**src/rtl/logic_unit_arbiter.sv**
```systemverilog
// Two-requester round-robin front end for a shared, registered bitwise logic unit.
// One result slot; results return tagged with the id of the requester that issued them.
module logic_unit_arbiter #(
  parameter int WIDTH = 32,
  parameter int CNT_W = 8
) (
  input  logic             clk_i,
  input  logic             rst_ni,
  input  logic             req0_valid_i,
  output logic             req0_ready_o,
  input  logic [1:0]       req0_op_i,
  input  logic [WIDTH-1:0] req0_a_i,
  input  logic [WIDTH-1:0] req0_b_i,
  input  logic             req1_valid_i,
  output logic             req1_ready_o,
  input  logic [1:0]       req1_op_i,
  input  logic [WIDTH-1:0] req1_a_i,
  input  logic [WIDTH-1:0] req1_b_i,
  output logic             rsp_valid_o,
  input  logic             rsp_ready_i,
  output logic             rsp_id_o,
  output logic [WIDTH-1:0] rsp_data_o,
  output logic [CNT_W-1:0] stall_cnt_o
);

  typedef enum logic {
    EMPTY = 1'b0,
    FULL  = 1'b1
  } slot_e;

  localparam logic [1:0]       OP_AND  = 2'b00;
  localparam logic [1:0]       OP_OR   = 2'b01;
  localparam logic [1:0]       OP_XOR  = 2'b10;
  localparam logic [CNT_W-1:0] CNT_MAX = '1;
  localparam logic [CNT_W-1:0] CNT_ONE = {{(CNT_W-1){1'b0}}, 1'b1};

  function automatic logic [WIDTH-1:0] logic_op(
    input logic [1:0]       op,
    input logic [WIDTH-1:0] a,
    input logic [WIDTH-1:0] b
  );
    logic [WIDTH-1:0] r;
    case (op)
      OP_AND:  r = a & b;
      OP_OR:   r = a | b;
      OP_XOR:  r = a ^ b;
      default: r = a & ~b;
    endcase
    return r;
  endfunction

  function automatic logic [CNT_W-1:0] sat_inc(input logic [CNT_W-1:0] c);
    return (c == CNT_MAX) ? c : c + CNT_ONE;
  endfunction

  slot_e            slot_p0;
  slot_e            slot_d;
  logic             prio_p0;
  logic             grant;
  logic             slot_free;
  logic             accept;
  logic             load_p0;
  logic             stall_evt;
  logic [1:0]       sel_op;
  logic [WIDTH-1:0] sel_a;
  logic [WIDTH-1:0] sel_b;
  logic [WIDTH-1:0] result_d;
  logic [WIDTH-1:0] rsp_data_p0;
  logic             rsp_id_p0;
  logic [CNT_W-1:0] stall_cnt_p0;

  // A lone requester always wins; a contested cycle goes to the one prio_p0 points at.
  always_comb begin
    grant = 1'b0;
    if (req0_valid_i && req1_valid_i) begin
      grant = prio_p0;
    end else if (req1_valid_i) begin
      grant = 1'b1;
    end
  end

  assign slot_free    = (slot_p0 == EMPTY) || rsp_ready_i;
  assign req0_ready_o = slot_free & req0_valid_i & ~grant;
  assign req1_ready_o = slot_free & req1_valid_i & grant;
  assign accept       = req0_ready_o | req1_ready_o;

  always_comb begin
    sel_op = req0_op_i;
    sel_a  = req0_a_i;
    sel_b  = req0_b_i;
    if (grant) begin
      sel_op = req1_op_i;
      sel_a  = req1_a_i;
      sel_b  = req1_b_i;
    end
  end

  assign result_d = logic_op(sel_op, sel_a, sel_b);

  // Slot state register
  always_ff @(posedge clk_i or negedge rst_ni) begin
    if (!rst_ni) begin
      slot_p0 <= EMPTY;
    end else begin
      slot_p0 <= slot_d;
    end
  end

  // A retiring result and a new accept share one edge, so FULL can stay FULL.
  always_comb begin
    slot_d = slot_p0;
    case (slot_p0)
      EMPTY: begin
        if (accept) slot_d = FULL;
      end
      FULL: begin
        if (accept)           slot_d = FULL;
        else if (rsp_ready_i) slot_d = EMPTY;
      end
      default: slot_d = EMPTY;
    endcase
  end

  always_comb begin
    rsp_valid_o = (slot_p0 == FULL);
    load_p0     = accept;
    stall_evt   = (slot_p0 == FULL) && !rsp_ready_i;
  end

  // Result register stage; contents are left untouched while EMPTY.
  always_ff @(posedge clk_i or negedge rst_ni) begin
    if (!rst_ni) begin
      rsp_data_p0 <= '0;
      rsp_id_p0   <= 1'b0;
    end else if (load_p0) begin
      rsp_data_p0 <= result_d;
      rsp_id_p0   <= grant;
    end
  end

  always_ff @(posedge clk_i or negedge rst_ni) begin
    if (!rst_ni) begin
      prio_p0 <= 1'b0;
    end else if (accept) begin
      prio_p0 <= ~grant;
    end
  end

  always_ff @(posedge clk_i or negedge rst_ni) begin
    if (!rst_ni) begin
      stall_cnt_p0 <= '0;
    end else if (stall_evt) begin
      stall_cnt_p0 <= sat_inc(stall_cnt_p0);
    end
  end

  assign rsp_data_o  = rsp_data_p0;
  assign rsp_id_o    = rsp_id_p0;
  assign stall_cnt_o = stall_cnt_p0;

endmodule

```
**config.mk**
```make
export PLATFORM = sky130hd
export DESIGN_NAME = logic_unit_arbiter
export DESIGN_NICKNAME = d
export VERILOG_FILES = /design/src/rtl/logic_unit_arbiter.sv
export SDC_FILE = /design/constraint.sdc
export NUM_CORES = 1
export LEC_CHECK = 0
export ABC_CLOCK_PERIOD_IN_PS = 6710
export BUFFER_PORTS_ARGS = -buffer_cell sky130_fd_sc_hd__buf_2
export CAP_MARGIN = 20
export CORE_ASPECT_RATIO = 0.8
export CORE_MARGIN = 2
export CORE_UTILIZATION = 56
export DETAILED_ROUTE_END_ITERATION = 10
export HOLD_SLACK_MARGIN = 0.08
export PLACE_DENSITY = 0.93
export SKIP_CTS_REPAIR_TIMING = 1
export SLEW_MARGIN = 20
export SYNTH_ARGS = -nofsm -noshare
export SYNTH_HDL_FRONTEND = slang
export SYNTH_SLANG_ARGS = --single-unit
```
**constraint.sdc**
```tcl
create_clock -name clk_i -period 6.71 [get_ports clk_i]
set_clock_uncertainty 0.1 [all_clocks]
set_input_delay 1.342 -clock clk_i [delete_from_list [all_inputs] [get_ports clk_i]]
set_output_delay 1.342 -clock clk_i [all_outputs]
set_load 0.02 [all_outputs]
```
==> results of run 1 <==
[kinds of logic (layout without fill, tap and decap cells)]
group | after synthesis | in the layout | share of synthesized area
and+or+nand+nor | 250 | 250 | 0.297
AOI/OAI and AO/OA | 102 | 102 | 0.163
muxes | 101 | 101 | 0.192
buffers and inverters | 61 | 199 | 0.0528
DFF | 43 | 43 | 0.204
adders and majority gates | 36 | 36 | 0.0853
xor gates and xnor gates | 4 | 4 | 0.00663
[worst paths after layout]
| check | to | slack [ns] | cells after the start |
|---|---|---|---|
| min | rsp_id_o | 0.41 | 1 |
| min reg2reg | rsp_id_o | 0.41 | 1 |
| max in group asynchronous | rsp_data_o[20] | 5.15 | 1 |
| min in group asynchronous | rsp_data_o[4] | 0.96 | 1 |
| max | req1_ready_o | 1.73 | 6 |
| max reg2reg | rsp_data_o[1] | 3.23 | 6 |
[sequential cells by signal, indices dropped and copies added (netlist names)]
signal,cells
stall_cnt_o,8
rsp_id_o,1
rsp_data_o,32
rsp_valid_o,1
prio_p0,1
[layout make-up]
type	count	area [um2]
Tap cell	115	144
Clock buffer	5	125
Fill cell	694	2750
Timing Repair Buffer	188	983
Multi-Input combinational cell	493	3960
Sequential cell	43	1080
Inverter	3	11.3
Clock inverter	3	67.6
[metal layers]
metal	vias up	part of all wire	GRT usage
li1	2494	-	-
met1	2522	0.42	0.368
met2	234	0.49	0.497
met3	19	0.073	0.0503
met4	0	0.014	0.0752
met5	-	0	0
[cell usage in the layout, fill, tap and decap left out, types with 2 or more instances in the layout]
master and n:
nor2b_1 65, buf_2 179, bufinv_16 2, o31ai_2 29
o31ai_1 3, nor2_1 5, a21oi_1 4, buf_4 8
ha_1 35, nand3_1 35, nand4_1 2, inv_1 2
a21boi_0 32, mux2_2 3, nand2_1 39, xnor2_1 4
o22ai_1 32, mux2i_1 98, clkbuf_16 5, nand2b_1 34
nand4b_1 64, dfrtp_1 43
[power groups by stage]
stage | sequential (mW) | clock [mW] | combinational (mW)
2_1_floorplan | 0.478 | 0 | 0.382
3_3_place_gp | 0.395 | 0 | 0.650
3_5_place_dp | 0.400 | 0 | 0.685
4_1_cts | 0.397 | 0.322 | 0.686
5_1_grt | 0.406 | 0.336 | 0.752
6_report | 0.398 | 0.319 | 0.689
[worst register-to-register path: stages (launching register included)]
cell and delay (ns):
dfrtp_1 0.40, nand2b_2 0.22, nand2_4 0.47, mux2i_1 0.50, ha_4 0.37, or3_2 0.93
o31ai_1 0.39
==> impl_metrics.py, run 1 <==
metrics = {
    "run_status": {
        "outcome": "completed",
    },
    "sta": {
        "fin_crit_ns": 4.98,
        "fin_crit_sh": 0.743,
        "timing.final.ws_setup_ns": 1.73,
        "finalSetupTns_ns": 0,
        "timing.hold.ws_ns": 0.412,
        "worst_slew_pin_slew_ns": 0.970,
        "rsz0062_at_grt": "no",
        "timing.slew.headroom": 0.353,
        "achievable-frequency_mhz": 201,
        "slew_viol_final": 0,
        "setup-violations-final": 0,
        "hold_viol": 0,
    },
    "worst_setup_path": {
        "cp-start-kind": "input port",
        "crit_chain": "buf_2 -> buf_4 -> nand2_4 -> buf_4 -> nor2_1 -> buf_2",
        "worst_path_max_delay_cell": "buf_4",
        "path_buf_inv": 4,
        "max_stage_delay_ns": 0.56,
        "cp-end-kind": "output pin",
        "timing.rr.start": "prio_p0",
        "cp.arrival_ns": 3.54,
        "path_delay_family": "buffers and inverters",
        "worstSetupPathType": "input port to output pin",
        "crit_fanout": 68,
        "crit_start": "req1_valid_i",
        "required_ns": 5.27,
    },
    "logic_synthesis": {
        "syn_inst": 597,
        "yosysMostFrequentCell": "mux2i_1",
        "yosysUniqueCellTypes": 27,
        "synth_ff_type": "dfrtp_1",
        "async_reset_ff_frac": 1.00,
        "yosys-top-cells-area": "dfrtp_1, mux2i_1, nand4b_1, ha_1, nor2b_1",
        "synth_edf_count": 0,
        "synth_area_mm2": 0.00528,
        "ys_seq_elements": 43,
        "yosys_warnings": 0,
        "synth_common_cells": "mux2i_1, nor2b_1, nand4b_1",
        "syn_area_per_cell_um2": 8.85,
        "syn_nets": 770,
        "yosysTopAreaCellShare": 0.204,
        "yosysTopAreaCell": "dfrtp_1",
        "yosysSeqAreaShare": 0.204,
    },
    "global_route": {
        "grt_pass1_wl_um": 24300,
        "grt_pass1_vias": 5143,
        "grt.overflow.total": 0,
        "antenna_found_initial": 0,
        "grt_max_degree": 129,
        "grt_usage": 0.286,
    },
    "place": {
        "routabilityCongestion": 0.831,
        "hpwl_um": 10300,
        "placed_area_mm2": 0.00614,
        "portBuffers": 180,
        "placed_cells": 841,
        "pre_cts_ws_ns": 1.72,
    },
    "floorplan": {
        "fp.dieH_um": 90.9,
        "rows": 31,
        "core_area_mm2": 0.00911,
        "die_w_um": 113,
        "io_pins": 181,
        "start_util": 0.579,
        "die-area_mm2": 0.0102,
    },
    "clock_tree": {
        "numCtsBuffers": 5,
        "cts_tree": "done",
        "cts_root_buffer": "clkbuf_16",
        "cts.path.max_buffers": 2,
        "path_clk_slew_ns": 0.07,
        "clock_latency_ns": 0.28,
        "cts_max_level": 2,
        "cts_sinks": 43,
    },
    "layout": {
        "syn_to_final_growth_pct": 20.6,
        "postLayoutCoreUtil": 0.699,
        "nNetsFinal": 907,
        "num_antenna_cells": 0,
        "drive_gt1_frac": 0.320,
        "final_area_mm2": 0.00637,
        "stdcell_count": 850,
    },
    "detailed_routing": {
        "dr.pass1.iters": 4,
        "viasPerCell": 6.20,
        "routedWlPerCell_um": 17.6,
        "route.detailed.drc": 0,
        "routed_wl_um": 15000,
        "antenna_left": 0,
        "vias": 5269,
        "dr.first_iter.drc_count": 383,
    },
    "power": {
        "switching_share": 0.408,
        "pwr-share-seq": 0.283,
        "power_frac_comb": 0.490,
        "irDropWorstVdd_v": 0.000223,
        "p_int_uw": 833,
        "power.density_mw_per_mm2": 221,
        "totalPowerFinal_mw": 1.41,
        "leakage_nw": 3.09,
        "p_clk_frac": 0.227,
        "switching_power_uw": 574,
    },
    "worst_hold_path": {
        "min_path_type": "register to register",
        "hp-start": "rsp_id_o",
    },
    "flow_run": {
        "cap_violations": 0,
    },
}
No activity file was read; power rests on OpenSTA's default activity.
==> run 2, diff against run 1 <==
--- a/config.mk
+++ b/config.mk
@@ -5,15 +5,15 @@
 export SDC_FILE = /design/constraint.sdc
 export NUM_CORES = 1
 export LEC_CHECK = 0
-export ABC_CLOCK_PERIOD_IN_PS = 6710
+export ABC_CLOCK_PERIOD_IN_PS = 4900
 export BUFFER_PORTS_ARGS = -buffer_cell sky130_fd_sc_hd__buf_2
 export CAP_MARGIN = 20
 export CORE_ASPECT_RATIO = 0.8
 export CORE_MARGIN = 2
-export CORE_UTILIZATION = 56
+export CORE_UTILIZATION = 52
 export DETAILED_ROUTE_END_ITERATION = 10
 export HOLD_SLACK_MARGIN = 0.08
-export PLACE_DENSITY = 0.93
+export PLACE_DENSITY = 0.87
 export SKIP_CTS_REPAIR_TIMING = 1
 export SLEW_MARGIN = 20
 export SYNTH_ARGS = -nofsm -noshare
==> constraint.sdc (replaced) <==
create_clock -name clk_i -period 4.9 [get_ports clk_i]
set_clock_uncertainty 0.1 [all_clocks]
set_input_delay 0.98 -clock clk_i [delete_from_list [all_inputs] [get_ports clk_i]]
set_output_delay 0.98 -clock clk_i [all_outputs]
set_load 0.02 [all_outputs]
==> run 2 against run 1 <==
  * Via count is 0.13% higher
  * Hold slack worse by 0.030 ns
  * Highest routed layer unchanged
  * Sequential share of layout area is 0.070 points higher
==> impl_metrics.py, run 2 (synthesized netlist as in run 1, its figures left out) <==
metrics = {
    "sta": {
        "achievable-frequency_mhz": 268,
        "slew_viol_final": 0,
        "hold_viol": 0,
        "rsz0062_at_grt": "no",
        "setup-violations-final": 0,
        "fin_crit_sh": 0.761,
        "timing.hold.ws_ns": 0.381,
        "worst_slew_pin_slew_ns": 1.01,
        "timing.slew.headroom": 0.328,
        "fin_crit_ns": 3.73,
        "finalSetupTns_ns": 0,
    },
    "worst_setup_path": {
        "crit_chain": "buf_2 -> nand2b_2 -> nand2_4 -> mux2i_1 -> ha_4 -> or3_2 -> o31ai_1",
        "reg2reg_to": "rsp_data_o[2]",
        "timing.rr.start": "prio_p0",
        "cp-start-kind": "input port",
        "required_ns": 4.97,
        "r2r_setup_slack_ns": 1.46,
        "crit_start": "req0_valid_i",
        "cp.arrival_ns": 3.80,
        "cp-end-kind": "register",
        "rr_worst_depth": 6,
        "worstSetupPathType": "input port to register",
        "worst_path_max_delay_cell": "or3_2",
        "max_stage_delay_ns": 0.92,
        "crit_fanout": 33,
    },
    "place": {
        "hpwl_um": 10800,
        "routabilityCongestion": 0.853,
        "portBuffers": 180,
        "placed_cells": 862,
    },
    "worst_hold_path": {
        "holdPathEnd": "rsp_id_o",
        "worst_hold_path.num_cells": 1,
        "min_path_type": "register to register",
        "hp-start": "rsp_id_o",
    },
    "layout": {
        "nNetsFinal": 907,
        "final_cell_mix": "buf_2, mux2i_1, nor2b_1, nand4b_1, dfrtp_1",
        "seq_area_mm2": 0.00108,
        "stdcell_count": 871,
        "drive_gt1_frac": 0.320,
        "multi_input_area_mm2": 0.00396,
        "nFillCells": 878,
        "final_common_cell": "buf_2",
        "syn_to_final_growth_pct": 20.1,
        "largest_reg_flops": 32,
        "num_antenna_cells": 0,
    },
    "detailed_routing": {
        "route.detailed.drc": 0,
        "antenna_left": 0,
        "routedWlPerCell_um": 17.7,
        "viasPerCell": 6.06,
        "vias": 5276,
        "dr.pass1.iters": 5,
        "dr.first_iter.drc_count": 384,
        "routed_wl_um": 15400,
    },
    "floorplan": {
        "die-area_mm2": 0.0110,
        "io_pins": 181,
        "fp.dieH_um": 94.1,
        "rows": 32,
        "core_area_mm2": 0.00977,
        "start_util": 0.541,
        "die_w_um": 117,
    },
    "clock_tree": {
        "cts_max_level": 2,
        "cts.path.max_buffers": 2,
        "path_clk_slew_ns": 0.06,
        "numCtsBuffers": 5,
        "cts_root_buffer": "clkbuf_16",
        "cts_sinks": 43,
        "cts_tree": "done",
        "clock_latency_ns": 0.28,
    },
    "global_route": {
        "grt_usage": 0.276,
        "grt_pass1_vias": 5173,
        "grt_pass1_wl_um": 24200,
        "grt_max_degree": 129,
        "antenna_found_initial": 0,
        "grt.overflow.total": 0,
    },
    "power": {
        "totalPowerFinal_mw": 1.82,
        "irDropWorstVdd_v": 0.000141,
        "power.density_mw_per_mm2": 287,
        "leakage_nw": 3.07,
    },
    "run_status": {
        "outcome": "completed",
    },
    "flow_run": {
        "cap_violations": 0,
    },
}
[run 2: per-layer routing]
| metal | global-route usage | wire (um) | up-vias |
|---|---|---|---|
| met1 | 0.349 | 6740 | 2534 |
| met4 | 0.0676 | 167 | 0 |
| met2 | 0.481 | 7360 | 239 |
| met3 | 0.0548 | 1130 | 14 |
| met5 | 0 | 0 | - |
| li1 | - | - | 2489 |
[run 2: cell type report]
cell class,count,share of cell area
clock buffer,5,0.0197
clock inverter,3,0.00237
inverter,3,0.00178
multi-input combinational,493,0.625
sequential,43,0.170
tap,136,0.0268
timing repair buffer,188,0.155
[run 2: worst max-delay path by stage]
stage,end,slack [ns],cells past startpoint
global route,rsp_data_o[2],0.96,7
finish,rsp_data_o[2],1.17,7
floorplan,rsp_data_o[10],1.94,9
global placement,rsp_data_o[2],1.02,7
CTS,rsp_data_o[2],1.17,7
detailed placement,rsp_data_o[2],0.89,7
[run 2: per-stage QoR]
stage	setup WS, ns	area [um2]	util
after floorplan	1.94	5280	-
after global placement	1.02	6170	0.632
after detailed placement	0.887	6170	0.632
after CTS	1.17	6310	0.646
after global routing	0.959	6340	0.649
final	1.17	6340	0.649
[run 2: report_power, final]
part	total [mW]	switching, mW	internal, mW
sequential	0.547	0.0884	0.458
clock	0.328	0.142	0.186
combinational	0.948	0.557	0.391
[run 2: worst max-delay path: cells and delay by family]
| family | cells | cell delay [ns] |
|---|---|---|
| and+or+nand+nor | 3 | 1.41 |
| muxes | 1 | 0.45 |
| AOI/OAI and AO/OA | 1 | 0.43 |
| adders and majority gates | 1 | 0.37 |
| buffers and inverters | 1 | 0.12 |
==> run 3, diff against run 2 <==
--- a/config.mk
+++ b/config.mk
@@ -5,7 +5,7 @@
 export SDC_FILE = /design/constraint.sdc
 export NUM_CORES = 1
 export LEC_CHECK = 0
-export ABC_CLOCK_PERIOD_IN_PS = 4900
+export ABC_CLOCK_PERIOD_IN_PS = 3800
 export BUFFER_PORTS_ARGS = -buffer_cell sky130_fd_sc_hd__buf_2
 export CAP_MARGIN = 20
 export CORE_ASPECT_RATIO = 0.8
==> constraint.sdc (replaced) <==
create_clock -name clk_i -period 3.8 [get_ports clk_i]
set_clock_uncertainty 0.1 [all_clocks]
set_input_delay 0.76 -clock clk_i [delete_from_list [all_inputs] [get_ports clk_i]]
set_output_delay 0.76 -clock clk_i [all_outputs]
set_load 0.02 [all_outputs]
==> run 3 against run 2 <==
  * Die area stayed put
  * First-iteration DRC count is 11% lower
  * Via count is 1.1% higher
  * Flip-flop and latch count stayed put
  * Highest routed layer unchanged
  * Count of clock-buffer cells in the layout stayed put
  * Hold slack worse by 0.022 ns
  * Setup slack worse by 0.41 ns
  * Routed wire length is 3.1% higher
  * Design area is 1.7% higher
  * Largest power group unchanged
  * Combinational power is 31% higher
  * Critical endpoint unchanged
==> impl_metrics.py, run 3 (synthesized netlist as in run 1, its figures left out) <==
metrics = {
    "detailed_routing": {
        "antenna_left": 0,
        "dr.pass1.iters": 5,
        "dr.first_iter.drc_count": 341,
        "routedWlPerCell_um": 18.1,
        "routed_wl_um": 15900,
        "route.detailed.drc": 0,
        "vias": 5332,
        "viasPerCell": 6.09,
    },
    "clock_tree": {
        "numCtsBuffers": 5,
        "cts.path.max_buffers": 2,
        "cts_sinks": 43,
        "cts_max_level": 2,
        "cts_root_buffer": "clkbuf_16",
        "cts_tree": "done",
        "clock_latency_ns": 0.29,
        "path_clk_slew_ns": 0.07,
    },
    "layout": {
        "num_antenna_cells": 0,
        "drive_gt1_frac": 0.323,
        "nNetsFinal": 912,
        "stdcell_count": 876,
        "largest_reg_flops": 32,
        "final_common_cell": "buf_2",
        "syn_to_final_growth_pct": 22.1,
        "nFillCells": 830,
        "final_cell_mix": "buf_2, mux2i_1, nor2b_1, nand4b_1, dfrtp_1",
    },
    "flow_run": {
        "cap_violations": 0,
    },
    "worst_setup_path": {
        "crit_start": "req0_valid_i",
        "crit_fanout": 33,
        "worstSetupPathType": "input port to register",
        "timing.rr.start": "prio_p0",
        "worst_path_max_delay_cell": "or3_2",
        "cp-start-kind": "input port",
        "required_ns": 3.88,
        "cp-end-kind": "register",
        "max_stage_delay_ns": 0.73,
        "cp.arrival_ns": 3.12,
        "crit_chain": "buf_2 -> nand2b_2 -> nand2_4 -> mux2i_1 -> ha_4 -> or3_2 -> buf_12 -> o31ai_1",
    },
    "place": {
        "hpwl_um": 11100,
        "portBuffers": 180,
        "placed_cells": 868,
        "routabilityCongestion": 0.885,
        "pre_cts_ws_ns": 0.469,
    },
    "sta": {
        "timing.final.ws_setup_ns": 0.761,
        "setup-violations-final": 0,
        "rsz0062_at_grt": "no",
        "fin_crit_sh": 0.800,
        "fin_crit_ns": 3.04,
        "finalSetupTns_ns": 0,
        "slew_viol_final": 0,
        "worst_slew_pin_slew_ns": 0.762,
        "achievable-frequency_mhz": 329,
        "timing.slew.headroom": 0.492,
        "hold_viol": 0,
    },
    "floorplan": {
        "rows": 32,
        "die_w_um": 117,
        "fp.dieH_um": 94.1,
        "core_area_mm2": 0.00977,
        "io_pins": 181,
        "die-area_mm2": 0.0110,
        "start_util": 0.541,
    },
    "power": {
        "irDropWorstVdd_v": 0.000285,
        "leakage_nw": 3.12,
        "power.density_mw_per_mm2": 390,
    },
    "global_route": {
        "grt_usage": 0.284,
        "met3_usage": 0.0503,
        "grt.met1_usage": 0.353,
        "grt_use_met2": 0.504,
        "grt_pass1_wl_um": 24800,
        "grt_pass1_vias": 5278,
        "top_usage_layer": "met2",
        "antenna_found_initial": 0,
        "grt_max_degree": 74,
        "grt.overflow.total": 0,
    },
    "worst_hold_path": {
        "min_path_type": "input port to async pin",
    },
    "run_status": {
        "outcome": "completed",
    },
}
==> run 3: cell count changes in the layout (fill, tap and decap cells not counted), sizes merged <==
cell and change:
clkinv -3, bufinv +2, clkinvlp +1, buf +5
==> run 3: worst paths after layout <==
| path | to | slack (ns) | cells after the start |
|---|---|---|---|
| setup reg to reg | rsp_data_o[2] | 0.84 | 7 |
| setup / recovery | rsp_data_o[2] | 0.76 | 8 |
| hold reg to reg | rsp_id_o | 0.39 | 1 |
| hold / removal | stall_cnt_o[5] | 0.36 | 1 |
| min in group clk_i | rsp_id_o | 0.39 | 1 |
| max in group asynchronous | rsp_data_o[3] | 2.80 | 1 |
==> run 3: worst max-delay path: cells and delay by family <==
family          cells  cell delay (ns)
buf+inv             2             0.38
mux                 1             0.41
compound gates      1             0.26
simple gates        3             0.93
fa+ha+maj           1             0.37
==> run 3: report_power, final <==
part,leakage (nW),switching [mW],internal [mW],total (mW)
Clock,0.0900,0.197,0.377,0.574
Combinational,2.49,0.728,0.514,1.24
Sequential,0.543,0.108,0.590,0.699
==> run 3: area by class of cell <==
class	instances	area, um2	area share
inverter	3	11.3	0.00175
multi-input combinational	493	3960	0.614
timing repair buffer	193	1040	0.161
tap	136	170	0.0264
clock inverter	3	67.6	0.0105
clock buffer	5	125	0.0194
sequential	43	1080	0.167
==> run 3: per-stage QoR <==
| step | total power, mW | hold slack (ns) | util | cell area, um2 |
|---|---|---|---|---|
| 2_1_floorplan | 1.52 | 0.364 | - | 5280 |
| 5_1_grt | 2.67 | 0.418 | 0.660 | 6450 |
| 4_1_cts | 2.51 | 0.400 | 0.660 | 6450 |
| 3_5_place_dp | 1.94 | 0.385 | 0.640 | 6250 |
| 6_report | 2.52 | 0.360 | 0.660 | 6450 |
| 3_3_place_gp | 1.87 | 0.363 | 0.640 | 6250 |
==> run 3: metal layers <==
metal / vias to the layer above / wire (um)
li1: 2504 / -
met4: 0 / 200
met2: 282 / 7740
met1: 2526 / 6610
met5: - / 0
met3: 20 / 1320
